## src/rtl/dmem_arbiter_pkg.sv

```systemverilog
// rtl/dmem_arbiter_pkg.sv - shared types and constants for the data-memory arbiter
package dmem_arbiter_pkg;

  localparam int MEM_ADDR_W = 32;
  localparam int MEM_DATA_W = 32;

  localparam logic ARB_PORT_C = 1'b0;
  localparam logic ARB_PORT_D = 1'b1;

  typedef enum logic {
    OPEN   = 1'b0,
    LOCKED = 1'b1
  } arb_state_e;

  typedef struct packed {
    logic                  we;
    logic [MEM_ADDR_W-1:0] addr;
    logic [MEM_DATA_W-1:0] wdata;
  } mem_req_s;

  typedef struct packed {
    logic                  valid;
    logic [MEM_DATA_W-1:0] rdata;
  } mem_rsp_s;

endpackage

```

## src/rtl/dmem_arbiter_prio_starve_arb.sv

```systemverilog
// rtl/dmem_arbiter_prio_starve_arb.sv - CPU-priority grant with starvation guard for the debug port
module prio_starve_arb #(
  parameter int MAX_STARVE = 4
) (
  input  logic clk,
  input  logic rst_n,
  input  logic c_valid,
  input  logic d_valid,
  input  logic force_d,
  input  logic clear,
  output logic gnt_c,
  output logic gnt_d
);

  logic [3:0] starve_cnt;
  logic       contested;
  logic       starved;

  // Grant decision: locked mode hands the port to D, otherwise C wins unless D has waited too long
  always_comb begin
    gnt_c     = 1'b0;
    gnt_d     = 1'b0;
    contested = c_valid && d_valid;
    starved   = (starve_cnt == 4'(MAX_STARVE));
    if (force_d) begin
      gnt_d = d_valid;
    end else if (contested) begin
      gnt_d = starved;
      gnt_c = !starved;
    end else begin
      gnt_c = c_valid;
      gnt_d = d_valid;
    end
  end

  // Count consecutive contested CPU wins; any D grant, idle D or lock transition restarts the count
  always_ff @(posedge clk or negedge rst_n) begin
    if (!rst_n) begin
      starve_cnt <= '0;
    end else if (clear || force_d || !d_valid || gnt_d) begin
      starve_cnt <= '0;
    end else if (contested && gnt_c) begin
      starve_cnt <= starve_cnt + 4'd1;
    end
  end

endmodule

```

## src/rtl/dmem_arbiter.sv

```systemverilog
// rtl/dmem_arbiter.sv - two-port data-memory arbiter with debug lock; DMEM_ARB_PERF_EN adds perf counters
module dmem_arbiter
  import dmem_arbiter_pkg::*;
#(
  parameter int ADDR_W     = MEM_ADDR_W,
  parameter int DATA_W     = MEM_DATA_W,
  parameter int MAX_STARVE = 4
) (
  input  logic              clk,
  input  logic              rst_n,
  input  logic              c_valid,
  output logic              c_ready,
  input  logic              c_we,
  input  logic [ADDR_W-1:0] c_addr,
  input  logic [DATA_W-1:0] c_wdata,
  output logic              c_rsp_valid,
  output logic [DATA_W-1:0] c_rdata,
  input  logic              d_valid,
  output logic              d_ready,
  input  logic              d_we,
  input  logic [ADDR_W-1:0] d_addr,
  input  logic [DATA_W-1:0] d_wdata,
  output logic              d_rsp_valid,
  output logic [DATA_W-1:0] d_rdata,
  input  logic              d_lock,
  output logic              d_locked,
  output logic              cpu_stall,
  output logic [ADDR_W-1:0] mem_addr,
  output logic [DATA_W-1:0] mem_wdata,
  output logic              mem_we,
  input  logic [DATA_W-1:0] mem_rdata
`ifdef DMEM_ARB_PERF_EN
  ,
  output logic [31:0]       perf_stall_cnt,
  output logic [31:0]       perf_dgrant_cnt
`endif
);

  arb_state_e state;
  arb_state_e state_next;
  logic       gnt_c;
  logic       gnt_d;
  logic       sel_port;
  mem_req_s   c_req;
  mem_req_s   d_req;
  mem_req_s   mem_req;
  mem_rsp_s   c_rsp_q;
  mem_rsp_s   d_rsp_q;

  // Lock state register
  always_ff @(posedge clk or negedge rst_n) begin
    if (!rst_n) begin
      state <= OPEN;
    end else begin
      state <= state_next;
    end
  end

  // Lock transitions follow d_lock with one cycle of delay
  always_comb begin
    state_next = state;
    case (state)
      OPEN:    if (d_lock)  state_next = LOCKED;
      LOCKED:  if (!d_lock) state_next = OPEN;
      default: state_next = OPEN;
    endcase
  end

  prio_starve_arb #(
    .MAX_STARVE (MAX_STARVE)
  ) u_arb (
    .clk     (clk),
    .rst_n   (rst_n),
    .c_valid (c_valid),
    .d_valid (d_valid),
    .force_d (state == LOCKED),
    .clear   (state_next != state),
    .gnt_c   (gnt_c),
    .gnt_d   (gnt_d)
  );

  assign c_ready   = gnt_c;
  assign d_ready   = gnt_d;
  assign cpu_stall = c_valid && !gnt_c;
  assign d_locked  = (state == LOCKED);

  assign c_req    = '{we: c_we, addr: c_addr, wdata: c_wdata};
  assign d_req    = '{we: d_we, addr: d_addr, wdata: d_wdata};
  assign sel_port = gnt_d ? ARB_PORT_D : ARB_PORT_C;

  // Drive the memory from the granted requester; an idle cycle presents all zeros
  always_comb begin
    mem_req = '0;
    if (gnt_c || gnt_d) begin
      mem_req = (sel_port == ARB_PORT_D) ? d_req : c_req;
    end
  end

  assign mem_we    = mem_req.we;
  assign mem_addr  = mem_req.addr;
  assign mem_wdata = mem_req.wdata;

  // Capture read data at the end of the grant cycle; writes answer with zero data
  always_ff @(posedge clk or negedge rst_n) begin
    if (!rst_n) begin
      c_rsp_q <= '0;
      d_rsp_q <= '0;
    end else begin
      c_rsp_q.valid <= gnt_c;
      d_rsp_q.valid <= gnt_d;
      if (gnt_c) c_rsp_q.rdata <= c_we ? '0 : mem_rdata;
      if (gnt_d) d_rsp_q.rdata <= d_we ? '0 : mem_rdata;
    end
  end

  assign c_rsp_valid = c_rsp_q.valid;
  assign c_rdata     = c_rsp_q.rdata;
  assign d_rsp_valid = d_rsp_q.valid;
  assign d_rdata     = d_rsp_q.rdata;

`ifdef DMEM_ARB_PERF_EN
  // Saturating counts of CPU stall cycles and debug grants
  always_ff @(posedge clk or negedge rst_n) begin
    if (!rst_n) begin
      perf_stall_cnt  <= '0;
      perf_dgrant_cnt <= '0;
    end else begin
      if (cpu_stall && (perf_stall_cnt != '1))  perf_stall_cnt  <= perf_stall_cnt + 32'd1;
      if (gnt_d && (perf_dgrant_cnt != '1))     perf_dgrant_cnt <= perf_dgrant_cnt + 32'd1;
    end
  end
`endif

endmodule

```

## config.mk

```make
export PLATFORM = sky130hd
export DESIGN_NAME = dmem_arbiter
export DESIGN_NICKNAME = d
export VERILOG_FILES = /design/src/rtl/dmem_arbiter_pkg.sv /design/src/rtl/dmem_arbiter_prio_starve_arb.sv /design/src/rtl/dmem_arbiter.sv
export SDC_FILE = /design/constraint.sdc
export NUM_CORES = 1
export LEC_CHECK = 0
export ABC_AREA = 1
export ABC_CLOCK_PERIOD_IN_PS = 2650
export CELL_PAD_IN_SITES_DETAIL_PLACEMENT = 1
export CELL_PAD_IN_SITES_GLOBAL_PLACEMENT = 1
export CORE_ASPECT_RATIO = 1.25
export CORE_MARGIN = 2
export CORE_UTILIZATION = 25
export DETAILED_ROUTE_END_ITERATION = 6
export PLACE_DENSITY = 0.87
export SETUP_SLACK_MARGIN = 0.02
export SLEW_MARGIN = 30
export SYNTH_ARGS = -nofsm -noshare
export SYNTH_HDL_FRONTEND = slang
export SYNTH_SLANG_ARGS = --single-unit
export TNS_END_PERCENT = 20
```

## constraint.sdc

```tcl
create_clock -name clk -period 2.65 [get_ports clk]
set_input_delay 0.53 -clock clk [delete_from_list [all_inputs] [get_ports clk]]
set_output_delay 0.53 -clock clk [all_outputs]
set_load 0.03 [all_outputs]
```

==> key figures, run 1 <==
CTS
  • Num CTS Buffers: 9
  • CTS tree: yes
  • Clock slew at reported path FFs: around 0.06 ns
  • Total clock sinks: slightly above 70
  • Longest Clk Path Bufs: 2
  • Htree depth: 3
  • Insertion delay to the later sink of the worst-skew pair: 0.33 ns
  • Root buf cell: clkbuf_16

Timing
  • Worst setup margin: about 0.074 ns
  • Slew Limit Fails: 0
  • Setup TNS: 0 ns
  • Rel. slew slack: 0.578
  • Worst slew pin tran: 0.632 ns
  • Fin. Hold Viols: 0
  • Ratio of final minimum period to clock period: 0.972
  • Final Setup Violations: 0
  • RSZ-0062 raised after global routing: no
  • Highest clock rate: between 300 and 400 MHz
  • Clk_skew: around 0.012 ns
  • Minimum clock period: ~2.6 ns

Synthesis
  • Synthesis Warnings: 0
  • Number of flops mapped to enable cells by yosys: 0
  • Sequential share of the synthesized area: 0.410
  • Post-Syn Nets: 830
  • Top-count cell post-synth: nand2_1
  • Synth top area share: 0.410
  • #FFs+latches synth: slightly above 70
  • Yosys top cell by area: dfrtp_1
  • Synth top area cells: dfrtp_1 41%, nand2_1 17%, nand3_1 11%, nor2_1 11%, inv_1 6.2%
  • Post-synth ARST share: 1.00
  • Unique masters post-synth: 20
  • Synth cell count leaders: 197 x nand2_1, 132 x nor2_1, 99 x nand3_1, 71 x dfrtp_1, 71 x inv_1
  • Synthesized area per cell: between 6 and 7 um2
  • Mapped Cells: around 660
  • Synth Flop Type: dfrtp_1
  • Synth Cell Area: approximately 0.0043 mm2

Layout
  • Filler cells: 2091
  • Synth-to-Final Area Change: 92.7%
  • Layout Utilization: 0.493
  • Final nets: 1139
  • Layout cells sized above 1: 0.147

Critical path
  • Reg2reg path depth: 10
  • Reg2Reg Capture Point: d_rdata[11]
  • Worst r2r src: u_arb.starve_cnt[1]
  • Critical path arrival: just over 2 ns
  • Reg2Reg Setup Slack: slightly below 0.6 ns
  • Critical Path RT: 2.12 ns
  • Kind of critical path: flip-flop to output port
  • CP startpoint kind: flip-flop
  • CP Max Fanout: 8
  • Setup crit end kind: output port

Power and ir drop
  • Max VDD drop: 0.430 mV
  • Post-route total power: 4.22 mW
  • LEAKAGE: roughly 4.3 nW
  • PD cells: roughly 510 mW/mm2

Run status
  • Status: completed

Floorplan
  • Core Area: between 0.015 and 0.02 mm2
  • Die Height: about 150 um
  • Die area: approximately 0.018 mm2
  • Initial core utilization: 0.256
  • Cell Rows: 53
  • IO Pins: about 300
  • Die width: around 120 um

Place
  • Dpl ws: -0.0440 ns
  • Port-buffer cells: ~300
  • Dpl hpwl: about 16000 um
  • Gpl congestion: ~0.81

Global route
  • Vias in the first global route: 5719
  • Initial antenna violation count: 3
  • Total gr overflow: 0
  • Tot GR Track Use: 0.219
  • Largest net degree at the start of global routing: slightly above 70
  • First-pass GRT wire length: about 31000 um

Drt
  • Pre-Repair DR Iteration Count: 4
  • Via count: 5476
  • # DRC: 0
  • Initial DRC count: 185
  • WL final: 21200 um
  • DR WL/cell: 17.8 um
  • Vias/cell: about 4.6
  • Post-route ant nets: 0

Flow run
  • Max Cap Viol: 0

Worst hold path
  • Hold Path Class: input port to async pin
layout by cell type (no fill, tap or decap), types with 3 or more instances in the layout:
cell / n
clkdlybuf4s50_1: 230
clkbuf_16: 11
dfrtp_1: 71
nand2_1: 194
buf_4: 77
buf_12: 31
nand2_2: 3
nand3_1: 98
nor2_1: 126
nor3_1: 3
nand3b_1: 32
nor2_2: 6
inv_2: 3
inv_1: 70
cell families after synthesis:
| family | count (synthesis) | share of synthesized area |
|---|---|---|
| buf+inv | 120 | 0.114 |
| compound gates | 1 | 0.00376 |
| fa+ha+maj | 2 | 0.00578 |
| simple gates | 465 | 0.462 |
| flops | 71 | 0.410 |
| xor+xnor | 2 | 0.00405 |
report_power, final:
| group | internal [mW] | switching, mW |
|---|---|---|
| registers | 1.19 | 0.0603 |
| clock network | 0.825 | 0.483 |
| logic | 0.769 | 0.901 |
| total | 2.78 | 1.44 |
layer usage:
layer,global-route usage,routed length [um],up-vias
met5,0,13,-
met4,0.0891,768,2
met3,0.0994,2320,43
met2,0.377,10400,236
met1,0.233,7780,2561
li1,-,-,2634
metrics by stage:
| step | instances | hold slack (ns) | instance area [um2] |
|---|---|---|---|
| floorplan | 661 | 0.234 | 4330 |
| global placement | 1175 | 0.462 | 7890 |
| detailed placement | 1175 | 0.468 | 7890 |
| CTS | 1190 | 0.236 | 8240 |
| global route | 1196 | 0.254 | 8340 |
| finish | 1196 | 0.211 | 8340 |
sequential cells by signal, summed over array words and instances, names as in the netlist:
| register | count |
|---|---|
| d_rsp_valid | 1 |
| d_rdata | 32 |
| u_arb.starve_cnt | 4 |
| c_rdata | 32 |
| d_locked | 1 |
| c_rsp_valid | 1 |
worst max-delay path, stage by stage, from the launching register on:
cell	delay, ns
dfrtp_1	0.42
inv_2	0.09
ha_4	0.15
nand3_4	0.10
a21oi_4	0.18
buf_12	0.14
buf_12	0.13
nor2_1	0.06
nor2_1	0.26
buf_12	0.18
layout make-up:
type / count / area, um2 / share of cell area
timing repair buffer: 344 / 3580 / 0.429
multi-input combinational: 470 / 2110 / 0.252
sequential: 71 / 1780 / 0.213
inverter: 74 / 278 / 0.0333
tap: 220 / 275 / 0.0330
clock buffer: 9 / 225 / 0.0270
clock inverter: 6 / 93.8 / 0.0113
antenna: 2 / 5.00 / 0.000600
worst max-delay path by stage:
| stage | endpoint | slack [ns] | startpoint |
|---|---|---|---|
| floorplan | mem_addr[16] | 0.42 | u_arb.starve_cnt[0] |
| global placement | mem_wdata[5] | -0.04 | c_valid |
| detailed placement | mem_wdata[23] | -0.04 | c_valid |
| CTS | mem_addr[9] | 0.02 | u_arb.starve_cnt[0] |
| global route | mem_wdata[7] | 0.01 | u_arb.starve_cnt[1] |
| finish | mem_wdata[6] | 0.07 | u_arb.starve_cnt[1] |
what timing repair did:
item,4_1_cts,5_1_grt
hold buffers,0,0
buffers inserted,0,2
endpoints found under the setup margin,24,38
gates cloned,0,2
pin swaps,0,3
resized for setup,9,5
No activity file was read; power rests on OpenSTA's default activity.
==> run 2: changes to the inputs <==
--- a/config.mk
+++ b/config.mk
@@ -7,12 +7,14 @@
 export LEC_CHECK = 0
 export ABC_AREA = 1
 export ABC_CLOCK_PERIOD_IN_PS = 2650
+export CAP_MARGIN = 20
 export CELL_PAD_IN_SITES_DETAIL_PLACEMENT = 1
 export CELL_PAD_IN_SITES_GLOBAL_PLACEMENT = 1
 export CORE_ASPECT_RATIO = 1.25
 export CORE_MARGIN = 2
 export CORE_UTILIZATION = 25
 export DETAILED_ROUTE_END_ITERATION = 6
+export HOLD_SLACK_MARGIN = 0.06
 export PLACE_DENSITY = 0.87
 export SETUP_SLACK_MARGIN = 0.02
 export SLEW_MARGIN = 30
==> results of run 2 <==
Final layout, timing and power as in run 1 (identical DEF).
